[src/rtl/life_hud_if.sv]
// Pixel/ROM bus between the raster scan, the sprite ROM and the lives HUD.
// The HUD is the slave: it receives the pixel position and ROM data and returns pixel results.
interface life_hud_if;
  logic [9:0]  DrawX;
  logic [9:0]  DrawY;
  logic [3:0]  sprite_data;
  logic [18:0] sprite_addr;
  logic        is_life;
  logic [7:0]  Red;
  logic [7:0]  Green;
  logic [7:0]  Blue;

  modport master (
    output DrawX, DrawY, sprite_data,
    input  sprite_addr, is_life, Red, Green, Blue
  );

  modport slave (
    input  DrawX, DrawY, sprite_data,
    output sprite_addr, is_life, Red, Green, Blue
  );
endinterface

[src/rtl/life_hud.sv]
// Lives HUD: life counter with hit/blink/game-over FSM and a row of icons drawn from a sprite ROM.
// Optional coin bonus (extra life every BONUS_THRESHOLD coins) enabled by LIFE_HUD_BONUS_EN.
module life_hud #(
  parameter int unsigned MAX_LIVES       = 5,
  parameter int unsigned START_LIVES     = 3,
  parameter int unsigned ICON_W          = 15,
  parameter int unsigned ICON_H          = 14,
  parameter int unsigned X_ORIGIN        = 0,
  parameter int unsigned Y_ORIGIN        = 20,
  parameter int unsigned X_PITCH         = 15,
  parameter int unsigned SPRITE_STRIDE   = 188,
  parameter int unsigned BLINK_FRAMES    = 60,
  parameter int unsigned BLINK_HALF      = 4,
  parameter int unsigned BONUS_THRESHOLD = 100
) (
  input  logic             frame_clk,
  input  logic             Reset,
  life_hud_if.slave        pix,
  input  logic             lose_life,
  input  logic             gain_life,
  input  logic             restart,
  input  logic             coin_pulse,
  output logic [3:0]       life_count,
  output logic             invulnerable,
  output logic             game_over
);

  localparam int unsigned BlinkW = $clog2(BLINK_FRAMES + 1);
  localparam int unsigned HalfW  = $clog2(BLINK_HALF + 1);

  localparam logic [3:0]        MaxLives   = 4'(MAX_LIVES);
  localparam logic [3:0]        StartLives = 4'(START_LIVES);
  localparam logic [BlinkW-1:0] BlinkInit  = BlinkW'(BLINK_FRAMES - 1);
  localparam logic [HalfW-1:0]  HalfLast   = HalfW'(BLINK_HALF - 1);

  typedef enum logic [1:0] {StAlive, StHit, StOver} state_e;

  state_e            state_q, state_d;
  logic [3:0]        count_q, count_d;
  logic [BlinkW-1:0] blink_q, blink_d;
  logic [HalfW-1:0]  half_q, half_d;
  logic              phase_q, phase_d;
  logic [3:0]        count_inc;
  logic              gain_eff;

`ifdef LIFE_HUD_BONUS_EN
  localparam int unsigned CoinW = $clog2(BONUS_THRESHOLD + 1);
  localparam logic [CoinW-1:0] CoinLast = CoinW'(BONUS_THRESHOLD - 1);

  logic [CoinW-1:0] coin_q, coin_d;
  logic             bonus;

  always_comb begin
    coin_d = coin_q;
    bonus  = 1'b0;
    if (state_q == StOver) begin
      if (restart) coin_d = '0;
    end else if (coin_pulse) begin
      if (coin_q == CoinLast) begin
        coin_d = '0;
        bonus  = 1'b1;
      end else begin
        coin_d = coin_q + 1'b1;
      end
    end
  end

  always_ff @(posedge frame_clk or posedge Reset) begin
    if (Reset) coin_q <= '0;
    else       coin_q <= coin_d;
  end

  assign gain_eff = gain_life | bonus;
`else
  logic unused_coin;
  assign unused_coin = coin_pulse;
  assign gain_eff    = gain_life;
`endif

  assign count_inc  = (count_q >= MaxLives) ? MaxLives : count_q + 4'd1;
  assign life_count = count_q;

  always_comb begin
    state_d = state_q;
    count_d = count_q;
    blink_d = blink_q;
    half_d  = half_q;
    phase_d = phase_q;
    unique case (state_q)
      StAlive: begin
        if (lose_life && !gain_eff) begin
          count_d = count_q - 4'd1;
          blink_d = BlinkInit;
          half_d  = '0;
          phase_d = 1'b0;
          state_d = StHit;
        end else if (gain_eff && !lose_life) begin
          count_d = count_inc;
        end
      end
      StHit: begin
        if (gain_eff) count_d = count_inc;
        if (blink_q == '0) begin
          phase_d = 1'b1;
          half_d  = '0;
          state_d = (count_d == 4'd0) ? StOver : StAlive;
        end else begin
          blink_d = blink_q - 1'b1;
          // half_q counts frames within the current on/off phase
          if (half_q == HalfLast) begin
            half_d  = '0;
            phase_d = ~phase_q;
          end else begin
            half_d = half_q + 1'b1;
          end
        end
      end
      StOver: begin
        if (restart) begin
          count_d = StartLives;
          state_d = StAlive;
        end
      end
      default: state_d = StAlive;
    endcase
  end

  always_ff @(posedge frame_clk or posedge Reset) begin
    if (Reset) begin
      state_q      <= StAlive;
      count_q      <= StartLives;
      blink_q      <= '0;
      half_q       <= '0;
      phase_q      <= 1'b1;
      invulnerable <= 1'b0;
      game_over    <= 1'b0;
    end else begin
      state_q      <= state_d;
      count_q      <= count_d;
      blink_q      <= blink_d;
      half_q       <= half_d;
      phase_q      <= phase_d;
      invulnerable <= (state_q == StHit);
      game_over    <= (state_q == StOver);
    end
  end

  int unsigned px, py, sx;
  logic        in_slot;
  logic [18:0] addr;
  logic [23:0] rgb;

  always_comb begin
    px      = {22'd0, pix.DrawX};
    py      = {22'd0, pix.DrawY};
    sx      = 0;
    in_slot = 1'b0;
    addr    = '0;
    for (int unsigned i = 0; i < MAX_LIVES; i++) begin
      sx = X_ORIGIN + i * X_PITCH;
      // The icon of the life just lost blinks while in HIT
      if ((px >= sx) && (px < sx + ICON_W) && (py >= Y_ORIGIN) && (py < Y_ORIGIN + ICON_H) &&
          ((i < {28'd0, count_q}) ||
           ((i == {28'd0, count_q}) && (state_q == StHit) && phase_q))) begin
        in_slot = 1'b1;
        addr    = 19'((px - sx) + (py - Y_ORIGIN) * SPRITE_STRIDE);
      end
    end
  end

  assign pix.sprite_addr = addr;
  assign pix.is_life     = in_slot && (pix.sprite_data != 4'd0);

  always_comb begin
    rgb = 24'h000000;
    if (pix.is_life) begin
      unique case (pix.sprite_data)
        4'd1:    rgb = 24'hFFFDFB;
        4'd2:    rgb = 24'hB53121;
        4'd3:    rgb = 24'hF83800;
        4'd4:    rgb = 24'hE18300;
        4'd5:    rgb = 24'h1D7B01;
        4'd6:    rgb = 24'hAC7C00;
        4'd7:    rgb = 24'hD4E7C7;
        4'd8:    rgb = 24'h057987;
        4'd9:    rgb = 24'h000000;
        default: rgb = 24'hFF0000;
      endcase
    end
  end

  assign pix.Red   = rgb[23:16];
  assign pix.Green = rgb[15:8];
  assign pix.Blue  = rgb[7:0];

endmodule

[src/flat_wrapper.sv]
// flat-port wrapper written by rule: the top's interface ports become plain ports
module life_hud_flat 
#(
  parameter int unsigned MAX_LIVES       = 5,
  parameter int unsigned START_LIVES     = 3,
  parameter int unsigned ICON_W          = 15,
  parameter int unsigned ICON_H          = 14,
  parameter int unsigned X_ORIGIN        = 0,
  parameter int unsigned Y_ORIGIN        = 20,
  parameter int unsigned X_PITCH         = 15,
  parameter int unsigned SPRITE_STRIDE   = 188,
  parameter int unsigned BLINK_FRAMES    = 60,
  parameter int unsigned BLINK_HALF      = 4,
  parameter int unsigned BONUS_THRESHOLD = 100
)
  (frame_clk, Reset, lose_life, gain_life, restart, coin_pulse, life_count, invulnerable, game_over, pix_DrawX, pix_DrawY, pix_sprite_data, pix_sprite_addr, pix_is_life, pix_Red, pix_Green, pix_Blue);
  life_hud_if pix_i ();
  input  logic frame_clk;
  input  logic Reset;
  input  logic lose_life;
  input  logic gain_life;
  input  logic restart;
  input  logic coin_pulse;
  output logic [3:0] life_count;
  output logic invulnerable;
  output logic game_over;
  input wire logic [$bits(pix_i.DrawX)-1:0] pix_DrawX;
  input wire logic [$bits(pix_i.DrawY)-1:0] pix_DrawY;
  input wire logic [$bits(pix_i.sprite_data)-1:0] pix_sprite_data;
  output wire logic [$bits(pix_i.sprite_addr)-1:0] pix_sprite_addr;
  output wire logic [$bits(pix_i.is_life)-1:0] pix_is_life;
  output wire logic [$bits(pix_i.Red)-1:0] pix_Red;
  output wire logic [$bits(pix_i.Green)-1:0] pix_Green;
  output wire logic [$bits(pix_i.Blue)-1:0] pix_Blue;
  assign pix_i.DrawX = pix_DrawX;
  assign pix_i.DrawY = pix_DrawY;
  assign pix_i.sprite_data = pix_sprite_data;
  assign pix_sprite_addr = pix_i.sprite_addr;
  assign pix_is_life = pix_i.is_life;
  assign pix_Red = pix_i.Red;
  assign pix_Green = pix_i.Green;
  assign pix_Blue = pix_i.Blue;
  life_hud #(.MAX_LIVES(MAX_LIVES), .START_LIVES(START_LIVES), .ICON_W(ICON_W), .ICON_H(ICON_H), .X_ORIGIN(X_ORIGIN), .Y_ORIGIN(Y_ORIGIN), .X_PITCH(X_PITCH), .SPRITE_STRIDE(SPRITE_STRIDE), .BLINK_FRAMES(BLINK_FRAMES), .BLINK_HALF(BLINK_HALF), .BONUS_THRESHOLD(BONUS_THRESHOLD)) u_core (.frame_clk(frame_clk), .Reset(Reset), .pix(pix_i), .lose_life(lose_life), .gain_life(gain_life), .restart(restart), .coin_pulse(coin_pulse), .life_count(life_count), .invulnerable(invulnerable), .game_over(game_over));
endmodule
[config.mk]
export PLATFORM = sky130hd
export DESIGN_NAME = life_hud_flat
export DESIGN_NICKNAME = d
export VERILOG_FILES = /design/src/rtl/life_hud_if.sv /design/src/rtl/life_hud.sv /design/src/flat_wrapper.sv
export SDC_FILE = /design/constraint.sdc
export NUM_CORES = 1
export LEC_CHECK = 0
export ABC_AREA = 1
export CORE_MARGIN = 8
export CORE_UTILIZATION = 35
export DETAILED_ROUTE_END_ITERATION = 8
export SETUP_SLACK_MARGIN = 0.4
export SLEW_MARGIN = 10
export SYNTH_ARGS = -nofsm -noshare
export SYNTH_HDL_FRONTEND = slang
export SYNTH_SLANG_ARGS = --single-unit
[constraint.sdc]
create_clock -name frame_clk -period 11.3 [get_ports frame_clk]
set_clock_uncertainty 0.05 [all_clocks]
set_input_delay 2.26 -clock frame_clk [delete_from_list [all_inputs] [get_ports frame_clk]]
set_output_delay 2.26 -clock frame_clk [all_outputs]
set_load 0.03 [all_outputs]
=== Yosys cells after proc, flatten, opt, wreduce, memory -nomap -nowiden ===
Memory sizes are Yosys's and may differ from the RTL's.
Cells that the tools add are included.

* Memories: 1
* Logic and storage cells: 139
* ROM bits: 384
* Output and inout port bits: 50
* Register bits: 18
* Bits of input ports: 30

{| class="wikitable"
|+ Memories
! memory !! words !! bits a word !! rd ports !! clocked after Yosys merged registers in !! write ports !! RTL line !! source
|-
| (name not given) || 16 || 24 || 1 || 0 || 0 || life_hud.sv:177 || <nowiki>unique case (pix.sprite_data)</nowiki>
|}

* Multipliers: 1
* Multiplexer cells: 34
* Order comparisons: 17
* Bitwise gates (word level): 1
* Equal/unequal tests: 13
* Reduce and logical (&&, ||, !) cells: 51
* $add $sub $neg: 14

{| class="wikitable"
|+ Operator list
! cell !! count
|-
| $mux 19 || 5
|-
| $add 19x19->19 || 4
|-
| $logic_and 1x1->1 || 32
|-
| $mul 32x6->17 const B || 1
|-
| $lt 10x6->1 const B || 3
|-
| $mux 24 || 1
|-
| $mux 4 || 6
|-
| $sub 10x5->11 const B || 2
|-
| $sub 10x6->11 const B || 2
|-
| $ge 10x5->1 const B || 2
|-
| $ge 10x6->1 const B || 2
|-
| $add 10x19->19 || 1
|-
| $mux 6 || 2
|-
| $pmux 4 s3 || 1
|-
| $pmux 6 s2 || 1
|-
| $reduce_and 3->1 || 4
|-
| $sub 10x4->11 const B || 1
|-
| $ge 10x4->1 const B || 1
|-
| $lt 10x4->1 const B || 1
|-
| $lt 10x5->1 const B || 1
|-
| $lt 10x7->1 const B || 1
|-
| $mux 3 || 3
|-
| $eq 2x4->1 const A || 2
|-
| $logic_not 4->1 || 2
|-
| other kinds (30) || 50
|}

=== Logic depth before layout (Yosys ltp) ===
* Word-level depth: 12
* Mapped depth: 39
* Mapped depth without buffers: 39

=== Least setup slack after synthesis ===
Ideal clock, no wire load.

* Path type: input to output
* Start: input port pix_DrawY[2]
* End: output port pix_sprite_addr[14]
* Path slack: 1.473 ns
* Data arrival time: 7.517 ns
* Path buffers: 0
* Stages on the path: 27
* Required time: 8.990 ns
* Cells stage by stage: inv_1 a21oi_2 nor2_1 inv_1 o21ai_0 nand2_1 ha_1 xor2_1 fa_1 inv_1 fa_1 inv_1 ha_1 a21oi_1 nor2_1 nor2_1 nand2_1 xor2_1 ha_1 nand2_1 inv_1 nand4_1 o211ai_1 or2_2 nand2_1 nand2_1 o21ai_0

* Cells in the longest elaborated chain, start to end: 9
* Elaborated cells on any way between the ends: 29
* Those cells by class: 6 x add/sub; 1 x mul; 2 x order compare; 5 x mux; 15 x reduce/logical

{| class="wikitable"
|+ RTL lines
! element !! RTL line !! source
|-
| from (decl) || flat_wrapper.sv:28 || <nowiki>input wire logic [$bits(pix_i.DrawY)-1:0] pix_DrawY;</nowiki>
|-
| branches (longest 8 deep; another with $mul 32x6->17) || -- ||
|-
| $mux 19 * || life_hud.sv:162 || <nowiki>if ((px >= sx) && (px < sx + ICON_W) && (py >= Y_ORIGIN) && (py < Y_ORIGIN + ICON_H) &&</nowiki>
|-
| to (decl) || flat_wrapper.sv:30 || <nowiki>output wire logic [$bits(pix_i.sprite_addr)-1:0] pix_sprite_addr;</nowiki>
|}

Every way passes the cells marked *.

=== Final worst setup path ===
* Start: input port pix_DrawY[2]
* End: output port pix_sprite_addr[10]

The elaborated chain is that of the path after synthesis.

==> impl_metrics.toml <==
[worst_setup_path]
path_class = "input port to output pin"
worstSetupEndpointType = "output pin"
r2r_slack_ns = 8.99
cp_top_family = "adder cells"
slowest_delay_ns = 0.70
slowest_stage = "clkdlybuf4s50_1"
path_buf_inv = 6
critical_path_peak_fanout = 6
worstPathRequired_ns = 8.99
crit_top_cell = "ha_1"
startpoint_type = "input port"
crit_chain = "clkdlybuf4s50_1, inv_2, ha_1, nor2_4, buf_4, nor2_2, ha_1, xor2_1, ha_1, inv_1, fa_1, inv_1, ha_1, xnor2_1, ha_1, a21oi_1, a21boi_0, o21ai_0, a21oi_1, o21ai_0, o311ai_2, nand3_1, a21oi_1, clkdlybuf4s50_1"
arrival_ns = 8.26

[power_and_ir_drop]
p_leak_nw = 5.11
power_density_mw_per_mm2 = 293
ir_worst_vdd_v = 0.000124
total_power_mw = 2.89

[floorplanning]
core_mm2 = 0.0234
die_width_um = 170
io_pins = 80
start_util = 0.356
die_h_um = 170
core.rowCount = 56
die-area_mm2 = 0.0290

[clock_network]
cts_root_buffer = "clkbuf_16"
cts.sinks = 18
path_clk_slew_ns = 0.05
clk_latency_ns = 0.25
cts-htree-levels = 1
cts_tree = "built"
clock_path_buffers = 2
ctsHoldBuffers = 0
numCtsBuffers = 3

[global_routing]
antenna_found_initial = 0
grt_max_degree = 20
grt_pass1_wl_um = 41100
first_global_vias = 8412
grt-ovfl-total = 0
grt_use_total = 0.169

[timing]
whs_ns = 0.437
max_clock_freq_ghz = 0.0946
setup_slack_ns = 0.729
hold_viol_final = 0
finalCritPeriodShare = 0.935
fin_tns_setup_ns = 0
rsz0062_at_grt = "yes"
relSlewSlack = 0.183
slew_viol_final = 0
min_period_ns = 10.57
setup_viol = 0
tightest_slew_ns = 1.22

[finish]
fillers = 2555
multi_input_area_mm2 = 0.00712
final_common_cell = "nand2_1"
layout-drive-gt1-share = 0.0798
finalNonFillerCells = 1772
regArea_um2 = 454
mostFrequentLayoutCells = "nand2_1, inv_1, ha_1"
fin_area_mm2 = 0.00985
postLayoutCoreUtil = 0.421
syn2layout_area_growth_pct = 18.2
diodes = 0
nets = 1634

[synthesis]
synthCells = 1369
ys_warn_count = 0
syn_avg_cell_area_um2 = 6.09
ys_seq_elements = 18
yosysSeqAreaShare = 0.0545
yosys.cell_types.count = 59
synth_top_flop_cell = "dfrtp_1"
syn_area_mm2 = 0.00833
synth_edf_count = 0
async_flop_share = 1.00
syn_nets = 1549

[placement]
dp.cells = 1763
pre_cts_ws_ns = 0.294
gp_congestion = 0.926
port_buffers = 78
hpwl_um = 20800
place_area_mm2 = 0.00951

[routing]
via_count = 8890
drt_iter0_drc = 467
dr.pass1.iters = 5
routedWlPerCell_um = 14.0
via_per_inst = 5.02
ant_nets = 0
drc = 0
routed_wl_um = 24900

[run_status]
run_status = "finished clean"

[worst_hold_path]
hold_path_class = "flip-flop to flip-flop"

[job]
cap_violations = 0
-- Yosys cell counts (7+ instances only) --
| cell type | number | area (um^2) |
|---|---|---|
| nand2_1 | 320 | 1200 |
| inv_1 | 220 | 826 |
| ha_1 | 126 | 1580 |
| a21oi_1 | 111 | 556 |
| o21ai_0 | 106 | 531 |
| nor2_1 | 104 | 390 |
| nand3_1 | 84 | 420 |
| xor2_1 | 50 | 438 |
| fa_1 | 24 | 480 |
| nor3_1 | 19 | 95.1 |
| xnor2_1 | 17 | 149 |
| dfrtp_1 | 15 | 375 |
| a31oi_1 | 13 | 81.3 |
| nand4_1 | 13 | 81.3 |
| or2_2 | 13 | 81.3 |
| inv_2 | 12 | 45.0 |
| a21o_1 | 9 | 67.6 |
| o211ai_1 | 8 | 60.1 |
| buf_2 | 7 | 35.0 |
-- kinds of logic (layout without fill, tap and decap cells) --
logic type      after synthesis  count (layout)  share of synthesized area
flops                        18              18                     0.0545
fa+ha+maj                   150             150                      0.247
buf+inv                     250             334                      0.116
compound gates              294             294                      0.200
simple gates                589             589                      0.310
xor+xnor                     68              68                     0.0724
-- final cells by class --
type                    count  area share
clock buffers               4     0.00902
flip-flops and latches     18      0.0461
well taps                 319      0.0405
inverters                 236      0.0905
multi-input cells        1101       0.723
repair buffers             94      0.0911
-- repair_timing --
item	4_1_cts	5_1_grt
setup buffers	0	5
gates resized for setup	3	43
pin swaps	0	7
setup endpoints to repair	3	9
-- routing by layer --
metal | vias up | routed length, um | GRT usage
met3 | 25 | 957 | 0.0144
met4 | 0 | 269 | 0.0191
met1 | 3981 | 11900 | 0.224
li1 | 4700 | - | -
met5 | - | 0 | 0
met2 | 184 | 11700 | 0.300
-- where the power goes --
group	switching, mW	internal, mW	leakage, nW
Combinational	1.69	1.01	4.85
Clock	0.0248	0.0539	0.0442
Sequential	0.0218	0.0917	0.211
-- registers in the layout, indices dropped and copies added, names as in the netlist --
name,count
u_core.phase_q,1
u_core.game_over,1
u_core.half_q,3
u_core.life_count,4
u_core.invulnerable,1
u_core.blink_q,6
u_core.state_q,2
-- final timing paths --
check,start,endpoint,cells after the start
hold / removal,u_core.half_q[2],u_core.half_q[2],1
max in group asynchronous,Reset,u_core.half_q[2],2
setup / recovery,pix_DrawY[2],pix_sprite_addr[10],24
setup reg to reg,u_core.state_q[1],u_core.blink_q[5],9
min in group asynchronous,Reset,u_core.game_over,2
hold reg to reg,u_core.half_q[2],u_core.half_q[2],1
No activity file was read; power rests on OpenSTA's default activity.
